**src/rtl/serdesphy_pma_pwr_seq_if.sv**
```systemverilog
// Control/status bundle between the PMA power sequencer, its requesters and the PMA analog macro.
// master: request side (phy_en, bypass, fault_clr, raw PMA status); slave: the sequencer.
interface serdesphy_pma_pwr_seq_if;
  logic       phy_en;
  logic       pll_bypass_en;
  logic       fault_clr;
  logic       pll_lock_raw;
  logic       pll_vco_ok;
  logic       pll_cp_ok;
  logic       analog_iso_n;
  logic       analog_reset_n;
  logic       pll_iso_n;
  logic       pll_enable;
  logic       pll_reset_n;
  logic       pll_lock;
  logic       phy_ready;
  logic       seq_fault;
  logic [2:0] seq_state;
  logic [1:0] retry_cnt;

  modport master (
    output phy_en, pll_bypass_en, fault_clr, pll_lock_raw, pll_vco_ok, pll_cp_ok,
    input  analog_iso_n, analog_reset_n, pll_iso_n, pll_enable, pll_reset_n,
    input  pll_lock, phy_ready, seq_fault, seq_state, retry_cnt
  );

  modport slave (
    input  phy_en, pll_bypass_en, fault_clr, pll_lock_raw, pll_vco_ok, pll_cp_ok,
    output analog_iso_n, analog_reset_n, pll_iso_n, pll_enable, pll_reset_n,
    output pll_lock, phy_ready, seq_fault, seq_state, retry_cnt
  );
endinterface

```
**src/rtl/serdesphy_pma_pwr_seq.sv**
```systemverilog
// PMA power-up / PLL-lock sequencer on the 24 MHz reference clock; outputs registered, 2-cycle status sync.
// Define SERDESPHY_PWRSEQ_RETRY_EN to retry PLL reset on lock timeout/loss before declaring FAULT.
module serdesphy_pma_pwr_seq #(
  parameter int ISO_DLY_CYC      = 24,
  parameter int PLL_RST_CYC      = 240,
  parameter int LOCK_TIMEOUT_CYC = 2400,
  parameter int LOCK_STABLE_CYC  = 64,
  parameter int LOSS_CYC         = 8,
  parameter int MAX_RETRY        = 3,
  parameter int TMR_W            = 12
) (
  input logic                   clk_ref_24m,
  input logic                   rst_n,
  serdesphy_pma_pwr_seq_if.slave pma
);

`ifdef SERDESPHY_PWRSEQ_RETRY_EN
  localparam bit RETRY_EN = 1'b1;
`else
  localparam bit RETRY_EN = 1'b0;
`endif

  localparam logic [TMR_W-1:0] ISO_LAST     = TMR_W'(ISO_DLY_CYC - 1);
  localparam logic [TMR_W-1:0] RST_LAST     = TMR_W'(PLL_RST_CYC - 1);
  localparam logic [TMR_W-1:0] TIMEOUT_LAST = TMR_W'(LOCK_TIMEOUT_CYC - 1);
  localparam logic [TMR_W-1:0] STABLE_LAST  = TMR_W'(LOCK_STABLE_CYC - 1);
  localparam logic [TMR_W-1:0] LOSS_LAST    = TMR_W'(LOSS_CYC - 1);
  localparam logic [1:0]       RETRY_MAX    = 2'(MAX_RETRY);

  typedef enum logic [2:0] {
    ST_OFF       = 3'd0,
    ST_ISO_REL   = 3'd1,
    ST_PLL_RST   = 3'd2,
    ST_LOCK_WAIT = 3'd3,
    ST_READY     = 3'd4,
    ST_FAULT     = 3'd5
  } state_e;

  // ctrl bit order: {analog_iso_n, analog_reset_n, pll_iso_n, pll_enable, pll_reset_n}
  state_e           state_q, state_d;
  logic [TMR_W-1:0] timer_q, timer_d;
  logic [TMR_W-1:0] stable_q, stable_d;
  logic [TMR_W-1:0] loss_q, loss_d;
  logic [1:0]       retry_q, retry_d;
  logic [4:0]       ctrl_q, ctrl_d;
  logic             ready_q, ready_d;
  logic             fault_q, fault_d;
  logic [2:0]       sync1_q, sync2_q;
  logic             lock_qual;
  logic             lock_fail;
  logic             timed;

  always_ff @(posedge clk_ref_24m or negedge rst_n) begin
    if (!rst_n) begin
      sync1_q <= '0;
      sync2_q <= '0;
    end else begin
      sync1_q <= {pma.pll_lock_raw, pma.pll_vco_ok, pma.pll_cp_ok};
      sync2_q <= sync1_q;
    end
  end

  assign lock_qual = &sync2_q;

  always_ff @(posedge clk_ref_24m or negedge rst_n) begin
    if (!rst_n) begin
      state_q  <= ST_OFF;
      timer_q  <= '0;
      stable_q <= '0;
      loss_q   <= '0;
      retry_q  <= '0;
      ctrl_q   <= '0;
      ready_q  <= 1'b0;
      fault_q  <= 1'b0;
    end else begin
      state_q  <= state_d;
      timer_q  <= timer_d;
      stable_q <= stable_d;
      loss_q   <= loss_d;
      retry_q  <= retry_d;
      ctrl_q   <= ctrl_d;
      ready_q  <= ready_d;
      fault_q  <= fault_d;
    end
  end

  always_comb begin
    state_d   = state_q;
    retry_d   = retry_q;
    lock_fail = 1'b0;

    case (state_q)
      ST_OFF:       if (pma.phy_en) state_d = ST_ISO_REL;
      ST_ISO_REL:   if (timer_q == ISO_LAST) state_d = ST_PLL_RST;
      ST_PLL_RST:   if (timer_q == RST_LAST) state_d = ST_LOCK_WAIT;
      ST_LOCK_WAIT: begin
        // Completed qualification takes precedence over a coincident timeout.
        if (pma.pll_bypass_en || (lock_qual && stable_q == STABLE_LAST)) begin
          state_d = ST_READY;
        end else if (timer_q == TIMEOUT_LAST) begin
          lock_fail = 1'b1;
        end
      end
      ST_READY: begin
        if (!pma.pll_bypass_en && !lock_qual && loss_q == LOSS_LAST) lock_fail = 1'b1;
      end
      ST_FAULT: begin
        if (pma.fault_clr) begin
          state_d = ST_OFF;
          retry_d = '0;
        end
      end
      default:      state_d = ST_OFF;
    endcase

    if (lock_fail) begin
      if (RETRY_EN && retry_q < RETRY_MAX) begin
        retry_d = retry_q + 2'd1;
        state_d = ST_PLL_RST;
      end else begin
        state_d = ST_FAULT;
      end
    end

    // Dropping the request aborts everything except a latched fault.
    if (!pma.phy_en && state_q != ST_FAULT) state_d = ST_OFF;
    if (state_d == ST_OFF) retry_d = '0;
  end

  always_comb begin
    timed = (state_q == ST_ISO_REL) || (state_q == ST_PLL_RST) || (state_q == ST_LOCK_WAIT);
    timer_d  = (timed && state_d == state_q) ? timer_q + 1'b1 : '0;
    stable_d = (state_q == ST_LOCK_WAIT && state_d == ST_LOCK_WAIT && lock_qual)
               ? stable_q + 1'b1 : '0;
    loss_d   = (state_q == ST_READY && state_d == ST_READY && !lock_qual && !pma.pll_bypass_en)
               ? loss_q + 1'b1 : '0;
  end

  // Outputs decode the next state so they change on the same edge as the state register.
  always_comb begin
    ctrl_d  = 5'b00000;
    ready_d = 1'b0;
    fault_d = 1'b0;
    case (state_d)
      ST_ISO_REL:   ctrl_d = 5'b10100;
      ST_PLL_RST:   ctrl_d = 5'b11110;
      ST_LOCK_WAIT: ctrl_d = 5'b11111;
      ST_READY: begin
        ctrl_d  = 5'b11111;
        ready_d = 1'b1;
      end
      ST_FAULT:     fault_d = 1'b1;
      default:      ctrl_d = 5'b00000;
    endcase
  end

  assign pma.analog_iso_n   = ctrl_q[4];
  assign pma.analog_reset_n = ctrl_q[3];
  assign pma.pll_iso_n      = ctrl_q[2];
  assign pma.pll_enable     = ctrl_q[1];
  assign pma.pll_reset_n    = ctrl_q[0];
  assign pma.pll_lock       = ready_q;
  assign pma.phy_ready      = ready_q;
  assign pma.seq_fault      = fault_q;
  assign pma.seq_state      = state_q;
  assign pma.retry_cnt      = retry_q;

endmodule

```
**src/flat_wrapper.sv**
```systemverilog
// flat-port wrapper written by rule: the top's interface ports become plain ports
module serdesphy_pma_pwr_seq_flat 
#(
  parameter int ISO_DLY_CYC      = 24,
  parameter int PLL_RST_CYC      = 240,
  parameter int LOCK_TIMEOUT_CYC = 2400,
  parameter int LOCK_STABLE_CYC  = 64,
  parameter int LOSS_CYC         = 8,
  parameter int MAX_RETRY        = 3,
  parameter int TMR_W            = 12
)
  (clk_ref_24m, rst_n, pma_phy_en, pma_pll_bypass_en, pma_fault_clr, pma_pll_lock_raw, pma_pll_vco_ok, pma_pll_cp_ok, pma_analog_iso_n, pma_analog_reset_n, pma_pll_iso_n, pma_pll_enable, pma_pll_reset_n, pma_pll_lock, pma_phy_ready, pma_seq_fault, pma_seq_state, pma_retry_cnt);
  serdesphy_pma_pwr_seq_if pma_i ();
  input logic clk_ref_24m;
  input logic rst_n;
  input wire logic [$bits(pma_i.phy_en)-1:0] pma_phy_en;
  input wire logic [$bits(pma_i.pll_bypass_en)-1:0] pma_pll_bypass_en;
  input wire logic [$bits(pma_i.fault_clr)-1:0] pma_fault_clr;
  input wire logic [$bits(pma_i.pll_lock_raw)-1:0] pma_pll_lock_raw;
  input wire logic [$bits(pma_i.pll_vco_ok)-1:0] pma_pll_vco_ok;
  input wire logic [$bits(pma_i.pll_cp_ok)-1:0] pma_pll_cp_ok;
  output wire logic [$bits(pma_i.analog_iso_n)-1:0] pma_analog_iso_n;
  output wire logic [$bits(pma_i.analog_reset_n)-1:0] pma_analog_reset_n;
  output wire logic [$bits(pma_i.pll_iso_n)-1:0] pma_pll_iso_n;
  output wire logic [$bits(pma_i.pll_enable)-1:0] pma_pll_enable;
  output wire logic [$bits(pma_i.pll_reset_n)-1:0] pma_pll_reset_n;
  output wire logic [$bits(pma_i.pll_lock)-1:0] pma_pll_lock;
  output wire logic [$bits(pma_i.phy_ready)-1:0] pma_phy_ready;
  output wire logic [$bits(pma_i.seq_fault)-1:0] pma_seq_fault;
  output wire logic [$bits(pma_i.seq_state)-1:0] pma_seq_state;
  output wire logic [$bits(pma_i.retry_cnt)-1:0] pma_retry_cnt;
  assign pma_i.phy_en = pma_phy_en;
  assign pma_i.pll_bypass_en = pma_pll_bypass_en;
  assign pma_i.fault_clr = pma_fault_clr;
  assign pma_i.pll_lock_raw = pma_pll_lock_raw;
  assign pma_i.pll_vco_ok = pma_pll_vco_ok;
  assign pma_i.pll_cp_ok = pma_pll_cp_ok;
  assign pma_analog_iso_n = pma_i.analog_iso_n;
  assign pma_analog_reset_n = pma_i.analog_reset_n;
  assign pma_pll_iso_n = pma_i.pll_iso_n;
  assign pma_pll_enable = pma_i.pll_enable;
  assign pma_pll_reset_n = pma_i.pll_reset_n;
  assign pma_pll_lock = pma_i.pll_lock;
  assign pma_phy_ready = pma_i.phy_ready;
  assign pma_seq_fault = pma_i.seq_fault;
  assign pma_seq_state = pma_i.seq_state;
  assign pma_retry_cnt = pma_i.retry_cnt;
  serdesphy_pma_pwr_seq #(.ISO_DLY_CYC(ISO_DLY_CYC), .PLL_RST_CYC(PLL_RST_CYC), .LOCK_TIMEOUT_CYC(LOCK_TIMEOUT_CYC), .LOCK_STABLE_CYC(LOCK_STABLE_CYC), .LOSS_CYC(LOSS_CYC), .MAX_RETRY(MAX_RETRY), .TMR_W(TMR_W)) u_core (.clk_ref_24m(clk_ref_24m), .rst_n(rst_n), .pma(pma_i));
endmodule
```
**config.mk**
```make
export PLATFORM = sky130hd
export DESIGN_NAME = serdesphy_pma_pwr_seq_flat
export DESIGN_NICKNAME = d
export VERILOG_FILES = /design/src/rtl/serdesphy_pma_pwr_seq_if.sv /design/src/rtl/serdesphy_pma_pwr_seq.sv /design/src/flat_wrapper.sv
export SDC_FILE = /design/constraint.sdc
export NUM_CORES = 1
export LEC_CHECK = 0
export BUFFER_PORTS_ARGS = -buffer_cell sky130_fd_sc_hd__buf_4
export CAP_MARGIN = 20
export CELL_PAD_IN_SITES_DETAIL_PLACEMENT = 1
export CELL_PAD_IN_SITES_GLOBAL_PLACEMENT = 1
export CORE_ASPECT_RATIO = 0.7
export CORE_MARGIN = 2
export CORE_UTILIZATION = 46
export DETAILED_ROUTE_END_ITERATION = 10
export HOLD_SLACK_MARGIN = 0.02
export PLACE_DENSITY_LB_ADDON = 0.2
export SLEW_MARGIN = 15
export SYNTH_ARGS = -nofsm -noshare
export SYNTH_HDL_FRONTEND = slang
export SYNTH_SLANG_ARGS = --single-unit
```
**constraint.sdc**
```tcl
create_clock -name clk_ref_24m -period 3.4 [get_ports clk_ref_24m]
set_clock_uncertainty 0.1 [all_clocks]
set_input_delay 0.17 -clock clk_ref_24m [delete_from_list [all_inputs] [get_ports clk_ref_24m]]
set_output_delay 0.17 -clock clk_ref_24m [all_outputs]
set_load 0.01 [all_outputs]
```
* Word level (Yosys, flattened, before mapping)
Index checks and enable logic that the tools add are counted.
** Word-level totals
- Bits of input ports :: 8
- Output and inout bits :: 13
- Word-level logic and storage cells :: 74
- Register bits :: 54
** Operators by class
- Reduce and logical (&&, ||, !) cells :: 23
- Equality and inequality tests :: 17
- Muxes and demuxes :: 21
- Add/subtract/negate cells :: 3
** Operator list (count)
- adder 12 x 1 -> 12 bit, second input constant :: 3
- 2-to-1 mux 12 bit :: 3
- 2-to-1 mux 3 bit :: 7
- case mux 3 bit (6 select lines) :: 1
- case mux 5 bit (3 select lines) :: 1
- equality test 12 bit, second input constant :: 1
- equality test 12 x 3 -> 1 bit, second input constant :: 1
- equality test 12 x 5 -> 1 bit, second input constant :: 1
- equality test 12 x 6 -> 1 bit, second input constant :: 1
- equality test 12 x 8 -> 1 bit, second input constant :: 1
- equality test 3 x 2 -> 1 bit, second input constant :: 4
- equality test 3 bit, second input constant :: 4
- logical AND 1 bit :: 10
- equality test 3 x 1 -> 1 bit, second input constant :: 2
- zero test 3 bit :: 2
- 2-to-1 mux 2 bit :: 3
- 2-to-1 mux 1 bit :: 5
- nonzero test 2 bit :: 2
- equality test 3 bit :: 1
- zero test 1 bit :: 3
- logical OR 1 bit :: 3
- != test 3 bit, second input constant :: 1
- AND reduction 3 bit :: 1
- case mux 1 bit (2 select lines) :: 1
- 2 further kinds :: 2

* Depth between registers and ports, before layout
- Depth after elaboration :: 13
- Mapped depth :: 8
- Mapped depth without buffers :: 7

* Least setup slack after synthesis
OpenSTA, ideal clock, no wires.
- Path type :: register to register
- Start point :: register u_core.timer_q[5]
- End point :: register u_core.timer_q[10]
- Slack :: 1.059 ns
- Buffers on the path :: 1
- Required time :: 3.181 ns
- Data arrival time :: 2.122 ns
- Library setup time :: 0.119 ns
- Cell stages (with the launch flop) :: 8
- Clock period less this slack :: 2.341 ns
- Cells stage by stage :: dfrtp_1 > or4_4 > or4_1 > o31ai_1 > mux2i_1 > a41oi_2 > buf_6 > nor2_1
** Between the ends
- Longest elaborated chain between the ends :: 9
- Elaborated cells between the ends (all ways) :: 15
- Those cells by class :: add/sub (1); eq/ne (4); mux (9); reduce/logical (1)
** RTL lines
- start: declaration :: RTL line serdesphy_pma_pwr_seq.sv:41 : logic [TMR_W-1:0] timer_q, timer_d;
- start signal: assignment :: RTL line serdesphy_pma_pwr_seq.sv:77 : timer_q <= timer_d;
- equality test 12 bit :: RTL line serdesphy_pma_pwr_seq.sv:100 : end else if (timer_q == TIMEOUT_LAST) begin
- 2-to-1 mux 1 bit :: RTL line serdesphy_pma_pwr_seq.sv:100
- 2-to-1 mux 1 bit :: RTL line serdesphy_pma_pwr_seq.sv:98 : if (pma.pll_bypass_en || (lock_qual && stable_q == STABLE_LAST)) begin
- case mux 1 bit (2 select lines) :: RTL line serdesphy_pma_pwr_seq.sv:92 : case (state_q)
- 2-to-1 mux 3 bit :: RTL line serdesphy_pma_pwr_seq.sv:116 : if (lock_fail) begin
- 2-to-1 mux 3 bit :: RTL line serdesphy_pma_pwr_seq.sv:126 : if (!pma.phy_en && state_q != ST_FAULT) state_d = ST_OFF;
- equality test 3 bit :: RTL line serdesphy_pma_pwr_seq.sv:132 : timer_d = (timed && state_d == state_q) ? timer_q + 1'b1 : '0;
- logical AND 1 bit :: RTL line serdesphy_pma_pwr_seq.sv:132
- 2-to-1 mux 12 bit (*) :: RTL line serdesphy_pma_pwr_seq.sv:132
- net u_core.timer_d[10] :: RTL line serdesphy_pma_pwr_seq.sv:41
The timed path passes the listed nets; every way through them passes the cells marked *.
A chain may end at the register's enable or synchronous reset.

* Worst setup path in the final report
- Start point :: register u_core.timer_q[5]
- End point :: register u_core.timer_q[8]
Same word-level chain as after synthesis.

==> results_dict.tcl <==
set metrics [dict create \
    ys_seq_area_frac 0.5120 \
    leakage_uw 0.001225 \
    m1WireLength_um 2530 \
    die_w_um 91.12 \
    synth-seq-cells 50 \
    cts.sinks 50 \
    grt_use_total 0.1906 \
    worst-endpoint-required_ps 3480 \
    tns_ps 0 \
    wl_met3_um 240 \
    nets 271 \
    postCtsSetupBuffers 0 \
    final_common_cell "dfrtp_1" \
    yosys_warnings 0 \
    grt_pass1_wl_um 8838 \
    die_y_um 64.98 \
    routed.top_layer "met4" \
    rrSetupSlack_ps 670 \
    antenna_found_initial 0 \
    nFillCells 607 \
    io_buffer_count 18 \
    regToRegStartpoint "u_core.timer_q[5]" \
    fmax_mhz 366.1 \
    end_kind "flop" \
    finalSetupViolations 0 \
    synth_area_um2 2444 \
    rsz0062_at_grt "false" \
    max_slew.worst_pin.slew_ps 626.5 \
    synth_top_area_share 0.5120 \
    antennaDiodeCount 0 \
    drt_first_pass_iters 4 \
    startpoint_type "flop" \
    crit_path_max_fanout 12 \
    min_path_cells 0 \
    netlist_top_cells_area "dfrtp_1, nor2_1, xor2_1" \
    routed-via-count 1722 \
    ant_nets 0 \
    async_flop_share 1.000 \
    ctsHtreeMaxLevel 2 \
    routedWlPerCell_um 14.99 \
    synthCells 238 \
    clk_pin_slew_worst_paths_ps 90 \
    slew-limit-headroom 0.5823 \
    synth_edf_count 0 \
    clk_path_buf_depth 2 \
    avgSynthCellArea_um2 10.27 \
    hold_class "reg2reg" \
    hpwlAfterDp_um 3601 \
    drv_slew 0 \
    routed_wl_um 4992 \
    synth-main-ff-cell "dfrtp_1" \
    period_share 0.8034 \
    irDropWorstVdd_mv 0.2171 \
    crit_type "reg2reg" \
    wl_met2_um 2154 \
    drive_above_1_share 0.1303 \
    cap_violations 0 \
    initial_core_util 0.4722 \
    final_cell_mix "dfrtp_1, nor2_1, buf_4" \
    synth.distinct_cells 43 \
    drc 0 \
    first_iter_violations 71 \
    coreArea_um2 5175 \
    holdPathEnd "u_core.sync2_q[1]" \
    yosys.area.top_type "dfrtp_1" \
    num_rows 22 \
    die_area_um2 5921 \
    grt_pass1_vias 1738 \
    crit_arrival_ps 2810 \
    cts_made_buffers 5 \
    seq_area_um2 1251 \
    overflow 0 \
    grt_max_degree 51 \
    r2r-end "u_core.timer_q[8]" \
    power_uw 1062 \
    post_drt_via_cell_ratio 5.171 \
    worst_skew_pair.late_latency_ps 310 \
    hold_start "u_core.sync1_q[1]" \
    hold_viol_final 0 \
    gp_congestion 0.8094 \
    p_per_area_nw_per_um2 385.7 \
    multiInputGateArea_um2 1095 \
    fin_crit_ps 2732 \
    ios 21 \
    cts_tree "done" \
    clockRootBuffer "clkbuf_8" \
    rr_worst_depth 6 \
    synthToLayoutAreaGrowth_pct 12.65 \
    status "completed" \
]
## synthesized netlist by cell type, types with 2 or more instances
library cell,instances
or2_2,2
buf_6,2
nor2b_1,3
mux2i_1,2
and3_1,11
nand3_1,14
nor4_1,5
inv_1,7
and2_1,2
nand2_1,16
nor2_1,42
nand4_1,5
xor2_1,17
buf_4,5
a21oi_1,3
o31ai_1,2
xnor2_1,14
o21ai_0,3
ha_1,3
dfrtp_1,50
nand3b_1,3
buf_2,3
nand2b_1,4
## cell families (layout without fill, tap and decap cells)
kind of cell | count (synthesis) | after routing | share of synthesized area
AOI/OAI and AO/OA | 14 | 14 | 0.05069
DFF | 50 | 50 | 0.5120
adders and majority gates | 3 | 3 | 0.01536
other | 1 | 2 | 0.001535
and+or+nand+nor | 120 | 120 | 0.2596
xor gates and xnor gates | 31 | 31 | 0.1111
muxes | 2 | 2 | 0.008193
buffers and inverters | 17 | 39 | 0.04148
## timing repair
action | CTS | global route
hold endpoints to repair | 55 | 0
resized for setup | 0 | 0
hold buffers | 6 | 0
## sequential cells by signal, indices dropped and copies added, names as in the netlist
name / flops
u_core.loss_q: 12
u_core.stable_q: 12
u_core.timer_q: 12
u_core.ctrl_q: 3
u_core.pma.seq_state: 3
u_core.sync1_q: 3
u_core.sync2_q: 3
u_core.pma.phy_ready: 1
u_core.pma.seq_fault: 1
## per-layer routing
metal	up-vias	global-route usage
li1	845	-
met2	37	0.2731
met5	-	0
met4	0	0.05682
met1	833	0.2875
met3	7	0.04302
## power breakdown
group | switching (uW) | total (uW) | internal (uW) | leakage (uW)
Sequential | 11.9 | 616 | 604 | 0.000680
Clock | 199 | 363 | 164 | 0.0000472
Combinational | 46.8 | 82.6 | 35.9 | 0.000498
Total | 258 | 1060 | 804 | 0.00123
## worst max-delay path, stage by stage (launching register included)
cell	delay [ps]
dfrtp_1	430
or4_4	580
or4_1	540
o31ai_1	100
mux2i_1	140
a41oi_2	570
nor2_1	130
## layout make-up
class,count,share of cell area
sequential,50,0.4545
multi-input combinational,172,0.3977
timing repair buffer,24,0.07091
tap,72,0.03273
clock buffer,6,0.03000
inverter,7,0.009545
clock inverter,2,0.004545
## metrics by stage
step / setup slack, ps / instances / instance area, um^2 / hold slack, ps / util
floorplan: 1059 / 239 / 2447 / -225.6 / -
global placement: 782.0 / 319 / 2597 / 127.1 / 0.5019
detailed placement: 651.0 / 319 / 2597 / 137.3 / 0.5019
CTS: 628.5 / 333 / 2753 / 258.0 / 0.5319
global route: 482.2 / 333 / 2753 / 270.8 / 0.5319
finish: 668.4 / 333 / 2753 / 256.9 / 0.5319
## worst max-delay path by stage
stage / slack (ps) / cells after the start / endpoint / from
after CTS: 630 / 6 / u_core.timer_q[8] / u_core.timer_q[5]
after global routing: 480 / 7 / u_core.loss_q[6] / u_core.stable_q[0]
final: 670 / 6 / u_core.timer_q[8] / u_core.timer_q[5]
after detailed placement: 650 / 6 / u_core.timer_q[8] / u_core.timer_q[5]
after global placement: 780 / 6 / u_core.timer_q[3] / u_core.timer_q[5]
after floorplan: 1060 / 7 / u_core.timer_q[10] / u_core.timer_q[5]
Power figures use the tool's default switching activity.
